[src/rtl/lsu_arbiter.sv]
// Two-master round-robin arbiter and sequencer in front of the single-port LSU.
// Each access is one registered ACCESS cycle, followed by one RESP cycle that carries the ack.
module lsu_arbiter #(
  parameter int ADDR_W    = 32,
  parameter int DATA_W    = 32,
  parameter int MAX_BURST = 4
) (
  input  logic              i_clk,
  input  logic              i_rst,
  input  logic              i_m0_req,
  input  logic              i_m0_we,
  input  logic              i_m0_lock,
  input  logic [ADDR_W-1:0] i_m0_addr,
  input  logic [DATA_W-1:0] i_m0_wdata,
  input  logic [2:0]        i_m0_funct3,
  output logic              o_m0_gnt,
  output logic              o_m0_ack,
  output logic [DATA_W-1:0] o_m0_rdata,
  input  logic              i_m1_req,
  input  logic              i_m1_we,
  input  logic              i_m1_lock,
  input  logic [ADDR_W-1:0] i_m1_addr,
  input  logic [DATA_W-1:0] i_m1_wdata,
  input  logic [2:0]        i_m1_funct3,
  output logic              o_m1_gnt,
  output logic              o_m1_ack,
  output logic [DATA_W-1:0] o_m1_rdata,
  output logic [ADDR_W-1:0] o_lsu_addr,
  output logic [DATA_W-1:0] o_lsu_st_data,
  output logic              o_lsu_wren,
  output logic [2:0]        o_lsu_funct3,
  input  logic [DATA_W-1:0] i_lsu_ld_data,
  output logic              o_busy,
  output logic              o_owner
);

  typedef enum logic [1:0] {S_IDLE, S_ACCESS, S_RESP} state_t;

  localparam int             BW         = (MAX_BURST > 1) ? $clog2(MAX_BURST) : 1;
  localparam logic [BW-1:0]  BURST_LAST = BW'(MAX_BURST - 1);
  localparam logic [2:0]     F3_WORD    = 3'b010;

  state_t            r_state;
  state_t            w_state_nxt;
  logic              r_owner;
  logic              r_ptr;
  logic [BW-1:0]     r_burst;
  logic [ADDR_W-1:0] r_cmd_addr;
  logic [DATA_W-1:0] r_cmd_wdata;
  logic              r_cmd_we;
  logic              r_cmd_lock;
  logic [2:0]        r_cmd_f3;
  logic [DATA_W-1:0] r_m0_rdata;
  logic [DATA_W-1:0] r_m1_rdata;

  logic w_any;
  logic w_keep;
  logic w_ptr;
  logic w_win;
  logic w_arb;

  // In RESP the pointer is resolved from the access just finished, so a locked
  // burst keeps priority only while its owner is still requesting.
  always_comb begin
    w_any  = i_m0_req | i_m1_req;
    w_keep = r_cmd_lock && (r_burst < BURST_LAST) && (r_owner ? i_m1_req : i_m0_req);
    w_ptr  = r_ptr;
    if (r_state == S_RESP) begin
      w_ptr = w_keep ? r_owner : ~r_owner;
    end
    w_win  = (i_m0_req && i_m1_req) ? w_ptr : i_m1_req;
    w_arb  = w_any && (r_state != S_ACCESS);
  end

  always_ff @(posedge i_clk) begin
    if (i_rst) begin
      r_state <= S_IDLE;
    end else begin
      r_state <= w_state_nxt;
    end
  end

  always_comb begin
    w_state_nxt   = r_state;
    o_m0_gnt      = 1'b0;
    o_m1_gnt      = 1'b0;
    o_m0_ack      = 1'b0;
    o_m1_ack      = 1'b0;
    o_lsu_addr    = '0;
    o_lsu_st_data = '0;
    o_lsu_wren    = 1'b0;
    o_lsu_funct3  = F3_WORD;
    case (r_state)
      S_IDLE: begin
        if (w_any) w_state_nxt = S_ACCESS;
      end
      S_ACCESS: begin
        w_state_nxt   = S_RESP;
        o_m0_gnt      = ~r_owner;
        o_m1_gnt      = r_owner;
        o_lsu_addr    = r_cmd_addr;
        o_lsu_st_data = r_cmd_wdata;
        o_lsu_wren    = r_cmd_we & ~i_rst;
        o_lsu_funct3  = r_cmd_f3;
      end
      S_RESP: begin
        w_state_nxt = w_any ? S_ACCESS : S_IDLE;
        o_m0_ack    = ~r_owner & ~i_rst;
        o_m1_ack    = r_owner & ~i_rst;
      end
      default: w_state_nxt = S_IDLE;
    endcase
  end

  always_ff @(posedge i_clk) begin
    if (i_rst) begin
      r_owner     <= 1'b0;
      r_ptr       <= 1'b0;
      r_burst     <= '0;
      r_cmd_addr  <= '0;
      r_cmd_wdata <= '0;
      r_cmd_we    <= 1'b0;
      r_cmd_lock  <= 1'b0;
      r_cmd_f3    <= F3_WORD;
      r_m0_rdata  <= '0;
      r_m1_rdata  <= '0;
    end else begin
      if (w_arb) begin
        r_owner     <= w_win;
        r_cmd_addr  <= w_win ? i_m1_addr   : i_m0_addr;
        r_cmd_wdata <= w_win ? i_m1_wdata  : i_m0_wdata;
        r_cmd_we    <= w_win ? i_m1_we     : i_m0_we;
        r_cmd_lock  <= w_win ? i_m1_lock   : i_m0_lock;
        r_cmd_f3    <= w_win ? i_m1_funct3 : i_m0_funct3;
      end
      if (r_state == S_RESP) begin
        r_ptr   <= w_ptr;
        r_burst <= w_keep ? r_burst + BW'(1) : '0;
      end
      if ((r_state == S_ACCESS) && !r_cmd_we) begin
        if (r_owner) r_m1_rdata <= i_lsu_ld_data;
        else         r_m0_rdata <= i_lsu_ld_data;
      end
    end
  end

  assign o_m0_rdata = r_m0_rdata;
  assign o_m1_rdata = r_m1_rdata;
  assign o_busy     = (r_state != S_IDLE);
  assign o_owner    = r_owner;

endmodule
[config.mk]
export PLATFORM = sky130hd
export DESIGN_NAME = lsu_arbiter
export DESIGN_NICKNAME = d
export VERILOG_FILES = /design/src/rtl/lsu_arbiter.sv
export SDC_FILE = /design/constraint.sdc
export NUM_CORES = 1
export LEC_CHECK = 0
export BUFFER_PORTS_ARGS = -buffer_cell sky130_fd_sc_hd__buf_2
export CORE_AREA = 5 5 119 121
export CTS_BUF_LIST = sky130_fd_sc_hd__clkbuf_4 sky130_fd_sc_hd__clkbuf_8
export CTS_CLUSTER_SIZE = 30
export DETAILED_ROUTE_END_ITERATION = 10
export DIE_AREA = 0 0 124 126
export GPL_TIMING_DRIVEN = 0
export PLACE_DENSITY = 0.82
export SLEW_MARGIN = 20
export SYNTH_ARGS = -nofsm -noshare
export SYNTH_HDL_FRONTEND = slang
export SYNTH_SLANG_ARGS = --single-unit
[constraint.sdc]
create_clock -name i_clk -period 4.51 [get_ports i_clk]
set_input_delay 0.2255 -clock i_clk [delete_from_list [all_inputs] [get_ports i_clk]]
set_output_delay 0.2255 -clock i_clk [all_outputs]
set_load 0.01 [all_outputs]
* Word-level counts from Yosys, hierarchy flattened
Cells that the tools add are included.
** Word-level totals
- Register bits :: 139
** Cells by class
- Reductions and logical operators :: 10
- Bitwise gates (word level) :: 6
- $add $sub $neg :: 1
- Mux-type cells :: 21
- Order comparisons :: 1
- Eq/ne operators :: 4
** Operators with widths (count)
- 32-bit 2-to-1 mux :: 4
- 1-bit 2-to-1 mux :: 12
- 3-bit 2-to-1 mux :: 2
- 2-bit one-hot mux with 3 select lines :: 1
- 1-bit logical AND :: 5
- 2-bit 2-to-1 mux :: 2
- 2-bit AND reduction :: 2
- 1-bit bitwise AND :: 3
- 2-bit by 1-bit adder with 2-bit output, second input constant :: 1
- 2-bit by 1-bit equality test with 1-bit output, second input constant :: 1
- 2-bit equality test, second input constant :: 1
- 2-bit logical NOT :: 1
- 2-bit < comparator, second input constant :: 1
- 2-bit by 1-bit != test with 1-bit output, second input constant :: 1
- 2-bit != test, second input constant :: 1
- 1-bit NOT :: 2
- 2-bit nonzero test :: 1
- 1-bit logical NOT :: 1
- 1-bit OR :: 1

* Longest topological paths before layout
- Depth in word-level cells :: 7
- Depth in mapped cells :: 8
- Mapped depth without buffers :: 6

* Worst setup path after synthesis
Ideal clock, no wire load.
- Path kind :: register to register
- Start point :: register r_burst[0]
- End point :: register r_cmd_f3[1]
- Setup time :: 0.121 ns
- Arrival time :: 1.580 ns
- Cell stages (with the launch flop) :: 9
- Data required time :: 4.389 ns
- Path slack :: 2.809 ns
- Path buffers :: 2
- Path through :: dfxtp_1 -> ha_1 -> and2b_4 -> xnor2_1 -> o211a_1 -> buf_6 -> buf_6 -> a211oi_2 -> a21oi_1
** Between the ends
- Cells in the longest elaborated chain, start to end :: 7
** Ends and longest elaborated chain
- start: declaration :: RTL line 47 : logic [BW-1:0] r_burst;
- start signal: assignment :: RTL line 138 : r_burst <= w_keep ? r_burst + BW'(1) : '0;
- 2-bit < comparator :: RTL line 66 : w_keep = r_cmd_lock && (r_burst < BURST_LAST) && (r_owner ? i_m1_req : i_m0_req);
- 1-bit logical AND (2 in series) :: RTL line 66
- 1-bit 2-to-1 mux :: RTL line 69 : w_ptr = w_keep ? r_owner : ~r_owner;
- 1-bit 2-to-1 mux :: RTL line 68 : if (r_state == S_RESP) begin
- 1-bit 2-to-1 mux :: RTL line 71 : w_win = (i_m0_req && i_m1_req) ? w_ptr : i_m1_req;
- 3-bit 2-to-1 mux :: RTL line 134 : r_cmd_f3 <= w_win ? i_m1_funct3 : i_m0_funct3;
- end signal: assignment :: RTL line 134
- end: declaration :: RTL line 52 : logic [2:0] r_cmd_f3;
Every way passes these cells.
A chain may end at the register's enable or synchronous reset.

* Final worst setup path
- Start point :: register r_state[0]
- End point :: output port o_lsu_addr[7]
** Between the ends
- Cells in the longest elaborated chain, start to end :: 2
** Ends and longest elaborated chain
- start: declaration :: RTL line 43 : state_t r_state;
- start signal: assignment :: RTL line 79 : r_state <= w_state_nxt;
- 2-bit by 1-bit equality test with 1-bit output :: RTL line 93 : case (r_state)
- 32-bit 2-to-1 mux :: RTL line 93
- end: declaration :: RTL line 28 : output logic [ADDR_W-1:0] o_lsu_addr,
Every way passes these cells.

==> results by group <==
Status
  • Status: complete, no violations

Routing
  • Routed WL: 21,600 um
  • Final ANT Viol Nets: 0
  • DR iter-0 viols: 369
  • Pre-Repair DR Iteration Count: 8
  • Vias: 6,807
  • Vias/cell: 5.08
  • DRC: 0
  • Routed WL per cell: 16.1 um

Synth
  • Number of synthesized flops with an enable pin: 0
  • Area contributors post-synth: dfxtp_1 (46%), nand2_1 (12%), a21oi_1 (11%)
  • Synth warn: 0
  • Synthesized area per cell: 7.75 um^2
  • Fraction of registers with async set/reset: 0%
  • Yosys top cell area share: 45.8%
  • Most frequent cell after synthesis: nand2_1
  • Cell count after synthesis: 785
  • Synth cell count leaders: nand2_1 (202), dfxtp_1 (139), a21oi_1 (137)
  • Post-synth top area cell: dfxtp_1
  • Primary FF master, synth: dfxtp_1
  • Synthesized area: 6080 um^2
  • Cell variety after synth: 33
  • Post-synthesis net count: 960
  • Post-synthesis sequential area ratio: 45.8%
  • FF+latch count, synth: 139

Floorplan
  • Core area: 13,000 um^2
  • Die extent in x: 124 um
  • Die height: 126 um
  • Initial Util: 46.9%
  • # IOs: 312
  • DIE AREA: 15,600 um^2
  • Rows: 42

Clocking
  • Longest Clk Path Bufs: 2
  • Clk root buf: clkbuf_8
  • Clock transition at path regs: 0.08 ns
  • Number of buffers created by CTS: 17
  • # H-tree levels: 4
  • TritonCTS clock tree: yes
  • Setup Buffers After CTS: 0
  • Sink Count: 139
  • Clock latency on the worst-skew pair: 0.45 ns

Critical path
  • CP Data Arrival Time: 2.38 ns
  • Crit path launch type: flop
  • Critical-path maximum fanout: 10
  • Crit. End Element: output port
  • CP Class: flop to output port
  • Worst EP required: 4.28 ns

GRT
  • Antenna violations before repair: 1
  • Total GRT Usage: 26.7%
  • First-pass GRT wire length: 32,900 um
  • Vias in the first global route: 6,761
  • Gr ovfl total: 0
  • Largest net degree at the start of global routing: 17

Timing
  • Worst Tran Pin Value: 0.673 ns
  • Final hold vios: 0
  • Tcrit/Tclk final: 57.8%
  • RSZ-0062 raised after global routing: no
  • Fin Setup TNS: 0 ns
  • # setup viols final: 0
  • Slew Viols, Final: 0
  • Crit path time final: 2.61 ns
  • Setup ws final: 1.90 ns
  • Hold WS: 0.0295 ns
  • Rel. slew slack: 55.2%
  • Worst Skew: 0.0125 ns
  • Max Clock Freq: 384 MHz

Final layout
  • Area delta synth->final: 42.0%
  • Design area: 8640 um^2
  • Nets: 1,327
  • Layout cells sized above 1: 33.2%
  • Inserted Diodes: 0

Job
  • Max_cap viols: 0

Power and ir drop
  • Static leakage: 4.09 nW
  • Overall power: 2.95 mW
  • VDD IR max: 0.173 mV
  • PD cells: 341 nW/um^2

Placed design
  • Placer Congestion: 0.871
  • Buffers on Ports: 309
  • Worst slack at placement: 2.37 ns
  • DP Area: 7850 um^2
  • DP HPWL: 16,100 um

Hold path
  • Worst Hold Class: input pin to flop
==> worst max-delay path: stages (launching register included) <==
cell and delay [ns]:
dfxtp_1 0.46, and2b_1 0.29, clkbuf_1 0.45, clkbuf_1 0.37, and2_1 0.22, buf_2 0.14
==> flip-flops by register name, summed over array words and instances, names as in the netlist, 2 cells and up <==
name         flops
o_m0_rdata      32
o_m1_rdata      32
r_cmd_addr      32
r_cmd_wdata     32
r_cmd_f3         3
r_burst          2
r_state          2
==> metrics by stage <==
step           util [%]  instances
6_report           66.6       1341
5_1_grt            66.6       1341
4_1_cts            66.4       1339
3_5_place_dp       60.5       1270
3_3_place_gp       60.5       1270
2_1_floorplan         -        785
==> routing by layer <==
layer | GRT usage [%] | up-vias | routed length, um
li1 | - | 3347 | -
met1 | 30.7 | 3093 | 8370
met2 | 45.3 | 306 | 10600
met3 | 7.80 | 59 | 1800
met4 | 12.4 | 2 | 730
met5 | 0 | - | 19
==> logic make-up after synthesis <==
logic type | synth area share (%)
multiplexers | 0.165
adder cells (fa/ha/maj) | 0.206
XOR/XNOR | 0.144
AO/OA/AOI/OAI | 21.8
buffers and inverters | 5.57
AND/OR/NAND/NOR | 26.4
flip-flops | 45.8
==> repair_timing <==
item,4_1_cts,5_1_grt
hold buffers,37,2
endpoints found under the hold margin,40,2
resized for setup,0,0
==> cell usage in the layout, fill, tap and decap left out, types with 2 or more instances in the layout <==
master and count:
buf_2 322, nand2_1 202, dfxtp_1 139, a21oi_1 137, nor2_1 75, and2_1 68
a211oi_1 55, clkbuf_1 44, dlygate4sd3_1 39, clkbuf_8 18, a211oi_2 15, buf_6 8
nand2b_1 4, clkinvlp_4 4, nor3_1 3, clkinv_4 3, buf_4 2, bufinv_16 2
clkinv_2 2, inv_6 2
==> where the power goes <==
part           switching [mW]  internal, mW  leakage [nW]  total (mW)
Combinational           0.327         0.246          2.76       0.573
Sequential             0.0431          1.32          1.14        1.36
Clock                   0.499         0.515         0.192        1.01
==> final cells by class <==
class | count | area, um^2
Buffer | 68 | 339
Clock buffer | 19 | 255
Fill cell | 1154 | 4340
Sequential cell | 139 | 2780
Multi-Input combinational cell | 578 | 2960
Clock inverter | 13 | 144
Tap cell | 176 | 220
Timing Repair Buffer | 348 | 1940
==> path summary, 6_finish.rpt <==
path	depth (start not counted)	slack, ns	to	from
worst max register to register	8	2.38	r_cmd_wdata[5]	r_burst[0]
worst min-delay path	3	0.03	r_cmd_wdata[14]	i_m0_wdata[14]
worst max-delay path	5	1.90	o_lsu_addr[7]	r_state[0]
worst min register to register	2	0.45	o_m0_rdata[12]	o_m0_rdata[12]
(Power assumes the default switching activity.)
